File: config.mk
export PLATFORM = sky130hd
export DESIGN_NAME = tick_generator
export DESIGN_NICKNAME = d
export VERILOG_FILES = /design/src/rtl/tickgen_pkg.sv /design/src/rtl/tick_channel.sv /design/src/rtl/tick_generator.sv
export SDC_FILE = /design/constraint.sdc
export NUM_CORES = 1
export LEC_CHECK = 0
export BUFFER_PORTS_ARGS = -buffer_cell sky130_fd_sc_hd__buf_2
export CELL_PAD_IN_SITES_DETAIL_PLACEMENT = 0
export CELL_PAD_IN_SITES_GLOBAL_PLACEMENT = 2
export CORE_ASPECT_RATIO = 0.75
export CORE_UTILIZATION = 31
export CTS_BUF_LIST = sky130_fd_sc_hd__clkbuf_4 sky130_fd_sc_hd__clkbuf_8
export CTS_CLUSTER_DIAMETER = 80
export DETAILED_ROUTE_END_ITERATION = 8
export PLACE_DENSITY_LB_ADDON = 0.1
export SYNTH_ARGS = -nofsm -noshare
export SYNTH_HDL_FRONTEND = slang
export SYNTH_SLANG_ARGS = --single-unit
File: constraint.sdc
create_clock -name i_clk -period 6.56 [get_ports i_clk]
set_input_delay 0.328 -clock i_clk [delete_from_list [all_inputs] [get_ports i_clk]]
set_output_delay 0.328 -clock i_clk [all_outputs]
set_load 0.005 [all_outputs]
File: src/rtl/tickgen_pkg.sv
// Shared constants, divisor type and channel-index width helper for tick_generator.
package tickgen_pkg;

    localparam int TICKGEN_DEFAULT_DIV = 100_000;
    localparam int TICKGEN_CNT_W       = 18;

    typedef logic [TICKGEN_CNT_W-1:0] div_t;

    function automatic int ch_idx_w(input int num_ch);
        return (num_ch > 1) ? $clog2(num_ch) : 1;
    endfunction

endpackage

File: src/rtl/tick_channel.sv
// One timebase channel: period counter, active/shadow divisor, tick strobe and square wave.
module tick_channel
    import tickgen_pkg::*;
#(
    parameter int CNT_W       = TICKGEN_CNT_W,
    parameter int DEFAULT_DIV = TICKGEN_DEFAULT_DIV
) (
    input  logic             i_clk,
    input  logic             i_rst,
    input  logic             i_adv,
    input  logic             i_load,
    input  logic [CNT_W-1:0] i_div,
    output logic             o_pending,
    output logic             o_tick,
    output logic             o_sq
);

    logic [CNT_W-1:0] r_ctr;
    logic [CNT_W-1:0] r_div;
    logic [CNT_W-1:0] r_shadow;
    logic             r_pending;
    logic             r_tick;
    logic             r_sq;

    logic             w_wrap;
    logic [CNT_W-1:0] w_div_clamped;

    assign w_wrap        = (r_ctr == (r_div - CNT_W'(1)));
    assign w_div_clamped = (i_div == '0) ? CNT_W'(1) : i_div;

    // The shadow only reaches r_div at a wrap, so r_ctr is 0 whenever the compare value changes.
    always_ff @(posedge i_clk) begin
        if (i_rst) begin
            r_ctr     <= '0;
            r_div     <= CNT_W'(DEFAULT_DIV);
            r_shadow  <= CNT_W'(DEFAULT_DIV);
            r_pending <= 1'b0;
            r_tick    <= 1'b0;
            r_sq      <= 1'b0;
        end else begin
            r_tick <= 1'b0;
            if (i_adv) begin
                if (w_wrap) begin
                    r_ctr  <= '0;
                    r_tick <= 1'b1;
                    r_sq   <= ~r_sq;
                    if (r_pending) begin
                        r_div     <= r_shadow;
                        r_pending <= 1'b0;
                    end
                end else begin
                    r_ctr <= r_ctr + CNT_W'(1);
                end
            end
            if (i_load) begin
                r_shadow  <= w_div_clamped;
                r_pending <= 1'b1;
            end
        end
    end

    assign o_pending = r_pending;
    assign o_tick    = r_tick;
    assign o_sq      = r_sq;

endmodule

File: src/rtl/tick_generator.sv
// Multi-channel programmable timebase: shared advance strobe, per-channel tick/sq, divisor handshake.
// Optional common prescaler is built when TICKGEN_PRESCALE_EN is defined.
module tick_generator
    import tickgen_pkg::*;
#(
    parameter int NUM_CH      = 2,
    parameter int CNT_W       = TICKGEN_CNT_W,
    parameter int DEFAULT_DIV = TICKGEN_DEFAULT_DIV,
    parameter int PRESCALE    = 100
) (
    input  logic                           i_clk,
    input  logic                           i_rst,
    input  logic                           i_en,
    input  logic                           i_cfg_valid,
    input  logic [ch_idx_w(NUM_CH)-1:0]    i_cfg_ch,
    input  logic [CNT_W-1:0]               i_cfg_div,
    output logic                           o_cfg_ready,
    output logic [NUM_CH-1:0]              o_tick,
    output logic [NUM_CH-1:0]              o_sq
);

    localparam int CH_W = ch_idx_w(NUM_CH);

    logic              w_adv;
    logic [NUM_CH-1:0] w_pending;
    logic [NUM_CH-1:0] w_load;

`ifdef TICKGEN_PRESCALE_EN
    localparam int PRE_W = (PRESCALE > 1) ? $clog2(PRESCALE) : 1;

    logic [PRE_W-1:0] r_pre_cnt;
    logic             w_pre_wrap;

    assign w_pre_wrap = (r_pre_cnt == PRE_W'(PRESCALE - 1));

    // Prescaler phase freezes with en so a pause shifts every edge by exactly its length.
    always_ff @(posedge i_clk) begin
        if (i_rst) begin
            r_pre_cnt <= '0;
        end else if (i_en) begin
            r_pre_cnt <= w_pre_wrap ? '0 : r_pre_cnt + PRE_W'(1);
        end
    end

    assign w_adv = i_en & w_pre_wrap;
`else
    // A ratio below 1 is meaningless; such a build simply never advances.
    assign w_adv = i_en & (PRESCALE > 0);
`endif

    for (genvar g = 0; g < NUM_CH; g++) begin : g_ch
        assign w_load[g] = i_cfg_valid & ~w_pending[g] & (i_cfg_ch == CH_W'(g));

        tick_channel #(
            .CNT_W       (CNT_W),
            .DEFAULT_DIV (DEFAULT_DIV)
        ) u_ch (
            .i_clk     (i_clk),
            .i_rst     (i_rst),
            .i_adv     (w_adv),
            .i_load    (w_load[g]),
            .i_div     (i_cfg_div),
            .o_pending (w_pending[g]),
            .o_tick    (o_tick[g]),
            .o_sq      (o_sq[g])
        );
    end

    // Out-of-range channel indices match nothing, so they read ready and load nowhere.
    always_comb begin
        o_cfg_ready = 1'b1;
        for (int i = 0; i < NUM_CH; i++) begin
            if (i_cfg_ch == CH_W'(i)) o_cfg_ready = ~w_pending[i];
        end
    end

endmodule

# Word level (Yosys, flattened, before mapping)
# Index checks and enable logic that the tools add are counted.
[op_classes]
add_sub_neg = 4
n_eq_ne = 2
n_mux = 12
n_bitwise = 10
n_reduce_logical = 12
[ops]
columns = ["op", "count"]
rows = [
  ["2-to-1 mux 18 bit", 3],
  ["adder 18 x 1 -> 18 bit (second input constant)", 2],
  ["equality test 18 bit", 2],
  ["subtractor 18 x 1 -> 18 bit (second input constant)", 2],
  ["zero test 18 bit", 1],
  ["2-to-1 mux 1 bit", 9],
  ["AND reduction 2 bit", 4],
  ["nonzero test 2 bit", 4],
  ["inverter 1 bit", 6],
  ["AND reduction 3 bit", 2],
  ["bitwise AND 1 bit", 4],
  ["OR reduction 2 bit", 1],
]
[totals]
register_bits = 114
elab_cells = 52

# Depth between registers and ports, before layout
[logic_depth]
word_depth = 5
ltp_mapped = 13

# Hierarchy
# Synthesis repeated with hierarchy kept, for this count alone.
[unflattened]
hier_cells = 673
hier_area_um2 = 5994.5
[modules_own_cells]
columns = ["mod", "n_inst", "area_per_inst_um2", "cells_per_inst"]
rows = [
  ["tick_channel at g_ch[1].u_ch", 1, 3000.4, 333],
  ["tick_channel at g_ch[0].u_ch", 1, 2962.8, 337],
  ["tick_generator", 1, 31.3, 3],
]

# Least setup slack after synthesis
# No wires, ideal clock.
[synth_path]
path_type = "register -> register"
startpoint = "register g_ch[1].u_ch.r_div[0]"
endpoint = "register g_ch[1].u_ch.r_div[10]"
setup_time_ns = 0.072
path_buffers = 4
arrival_ns = 3.201
synth_period_minus_slack_ns = 3.272
path_stages_with_launch = 14
slack_ns = 3.288
t_required_ns = 6.488
path_cell_list = "dfxtp_1 -> inv_1 -> ha_1 -> buf_2 -> or3b_2 -> nor3_2 -> nand3_1 -> a2111o_1 -> or4_4 -> buf_6 -> nor3_4 -> buf_6 -> buf_12 -> mux2i_1"
[synth_between]
elab_chain_len = 3
[synth_rtl]
columns = ["item", "line", "rtl"]
rows = [
  ["start, declared", "tick_channel.sv:19", "logic [CNT_W-1:0] r_div;"],
  ["start signal, assigned", "tick_channel.sv:35", "r_div <= CNT_W'(DEFAULT_DIV);"],
  ["start signal, assigned", "tick_channel.sv:48", "r_div <= r_shadow;"],
  ["subtractor 18 x 1 -> 18 bit", "tick_channel.sv:28", "assign w_wrap = (r_ctr == (r_div - CNT_W'(1)));"],
  ["equality test 18 bit", "tick_channel.sv:28", ""],
  ["AND reduction 3 bit (no line)", "--", ""],
]
# Every way passes these cells.
# A chain may end at the register's enable or synchronous reset.

# Final worst setup path
[layout_path]
startpoint = "register g_ch[0].u_ch.r_div[7]"
endpoint = "register g_ch[0].u_ch.r_ctr[9]"
[layout_between]
elab_chain_len = 3
[layout_rtl]
columns = ["item", "line", "rtl"]
rows = [
  ["start, declared", "tick_channel.sv:19", ""],
  ["start signal, assigned", "tick_channel.sv:35", ""],
  ["start signal, assigned", "tick_channel.sv:48", ""],
  ["subtractor 18 x 1 -> 18 bit", "tick_channel.sv:28", ""],
  ["equality test 18 bit", "tick_channel.sv:28", ""],
  ["2-to-1 mux 18 bit", "tick_channel.sv:43", "if (w_wrap) begin"],
  ["end signal, assigned", "tick_channel.sv:52", "r_ctr <= r_ctr + CNT_W'(1);"],
  ["end, declared", "tick_channel.sv:18", "logic [CNT_W-1:0] r_ctr;"],
]
# Every way passes these cells.

==> qor.yml <==
rows: 43
ant_nets: 0
reg2regPathDepth: 8
routed_wl_mm: 16.2
critPathLaunchType: "flop"
critPathCaptureType: "flop"
core_mm2: 0.0185
drt_iter0_markers: 372
final_layout_size_suffix_gt1_share_pct: 10.8
hpwl_mm: 11.9
synth_area_mm2: 0.00583
maxCapViolations: 0
crit_arrival_ns: 4.45
die_y_um: 121
clock-sinks: 114
antenna_found_initial: 0
cts_resized: 0
tns_ns: 0
avgSynthCellArea_um2: 8.04
synth-seq-area-share_pct: 39.2
routedWlPerCell_um: 16.3
cp_num_buf_inv: 1
critical_path.cell_chain: "nor4_1 > nand4_1 > or3_1 > a21oi_1 > nand4_1 > o31ai_2 > buf_4 > nor2_1"
cts_setup_buffers: 0
fin_skew_ns: 0.0140
grt_pass1_wl_mm: 26.0
diodes: 0
synth_cell_types: 60
path_depth: 8
timing.fmax_mhz: 243
mostFrequentLayoutCell: "nand2_1"
gp_congestion: 0.867
root_buffer: "clkbuf_8"
fin_area_mm2: 0.00657
final_hold_viol_count: 0
firstDrtPassIters: 9
cts_hold_buf: 0
numCtsBuffers: 17
cts-htree-levels: 4
min_period_ns: 4.11
synth-seq-cells: 114
place.port_buffers: 27
final_cell_mix: "nand2_1, dfxtp_1, nor2_1, nand3_1, a21oi_1"
min_path_type: "in2reg"
slew_viol_final: 0
relSlewSlack_pct: 19.3
place_area_mm2: 0.00610
outcome: "completed"
cts_buffer_depth: 2
powerDensity_mw_per_mm2: 239
syn2layout_area_growth_pct: 12.8
yosys_warnings: 0
final_cells: 996
rsz0062_at_grt: "no"
fin_nets: 764
gr-total-overflow: 0
grt_max_degree: 60
synthFlopType: "dfxtp_1"
slowest_stage: "nor4_1"
vias_per_cell: 5.07
cp.required_ns: 6.90
drcViolationCount: 0
num_vias: 5054
synth_nets: 752
cpMostUsedCell: "nand4_1"
first_global_vias: 4584
tritoncts: "built"
num-fill-cells: 1956
dieArea_mm2: 0.0194
finalSetupViolCount: 0
die_x_um: 160
post-route-period-util_pct: 62.7
max_stage_delay_ns: 0.93
peakVddDrop_v: 0.0000837
clk_latency_ns: 0.45
initial_core_util_pct: 31.6
synth-edff-count: 0
criticalPathCategory: "reg2reg"
synthCells: 725
clk_pin_slew_ns: 0.08
cp_max_fo: 23
post-route-util_pct: 35.6
crit_family: "simple AND/OR/NAND/NOR gates"
p_leak_nw: 2.36
holdPathStages: 3
async_flop_share_pct: 0
place_inst: 964
track_usage_pct: 17.6
worst_pin_slew_ns: 1.21
io_pins: 28
sequential cells by signal (all words and copies together), names as in the netlist:
name,count
g_ch.u_ch.o_sq,2
g_ch.u_ch.r_div,36
g_ch.u_ch.r_shadow,36
g_ch.u_ch.r_ctr,36
g_ch.u_ch.o_pending,2
g_ch.u_ch.o_tick,2
area by class of cell:
cell class                      instances  area [um2]  share of cell area, %
Multi-Input combinational cell        562        3310                   50.4
Clock buffer                           17         234                   3.56
Tap cell                              247         309                   4.70
Timing Repair Buffer                   32         173                   2.63
Inverter                               10        37.5                  0.571
Clock inverter                         14         226                   3.45
Sequential cell                       114        2280                   34.7
path summary, 6_finish.rpt:
| check | end | start | slack (ns) |
|---|---|---|---|
| min | g_ch[0].u_ch.r_shadow[9] | i_cfg_div[9] | 0.14 |
| min reg2reg | g_ch[0].u_ch.r_shadow[4] | g_ch[0].u_ch.r_shadow[4] | 0.46 |
| max | g_ch[0].u_ch.r_ctr[9] | g_ch[0].u_ch.r_div[7] | 2.45 |
| max reg2reg | g_ch[0].u_ch.r_ctr[9] | g_ch[0].u_ch.r_div[7] | 2.45 |
report_power, final:
group | total, mW | leakage (nW) | switching [mW] | internal (mW)
Clock | 0.777 | 0.224 | 0.321 | 0.456
Combinational | 0.0739 | 1.21 | 0.0503 | 0.0236
Sequential | 0.720 | 0.925 | 0.0128 | 0.708
Total | 1.57 | 2.36 | 0.384 | 1.19
worst reg2reg max path: stages (launching register included):
cell	delay, ns
dfxtp_1	0.37
nor4_1	0.93
nand4_1	0.26
or3_1	0.42
a21oi_1	0.19
nand4_1	0.73
o31ai_2	0.75
buf_4	0.30
nor2_1	0.07
stage by stage:
stage | hold WS (ns) | setup slack [ns] | power (mW)
after floorplan | 0.437 | 3.29 | 0.780
after global placement | 0.448 | 2.22 | 0.810
after detailed placement | 0.448 | 2.02 | 0.811
after CTS | 0.111 | 2.02 | 1.60
after global routing | 0.126 | 2.04 | 1.64
final | 0.141 | 2.45 | 1.57
cell families after synthesis:
| logic type | after synthesis | synth area share (%) |
|---|---|---|
| simple gates | 358 | 29.9 |
| fa+ha+maj | 4 | 0.859 |
| mux | 24 | 4.16 |
| xor+xnor | 71 | 10.7 |
| compound gates | 105 | 11.1 |
| buf+inv | 49 | 4.12 |
| flops | 114 | 39.2 |
routing by layer:
metal | global-route usage (%) | routed length, um
met1 | 28.1 | 9320
met2 | 22.6 | 6120
met3 | 3.91 | 635
met4 | 5.24 | 172
met5 | 0 | 0
Yosys cell counts (5+ instances only):
cell type / instances / area share (%)
a21oi_1: 45 / 3.9
and3_1: 12 / 1.3
clkbuf_1: 27 / 1.7
dfxtp_1: 114 / 39
inv_1: 8 / 0.52
mux2i_1: 22 / 3.8
nand2_1: 124 / 8.0
nand3_1: 53 / 4.6
nand4_1: 14 / 1.5
nor2_1: 74 / 4.8
nor2b_1: 9 / 0.97
nor3_1: 9 / 0.77
nor3b_1: 5 / 0.64
nor4_1: 16 / 1.7
o21ai_0: 28 / 2.4
or2_2: 5 / 0.54
or4_1: 7 / 0.90
xnor2_1: 34 / 5.1
xor2_1: 37 / 5.6
Note: power is estimated with default switching activity, not from simulation.
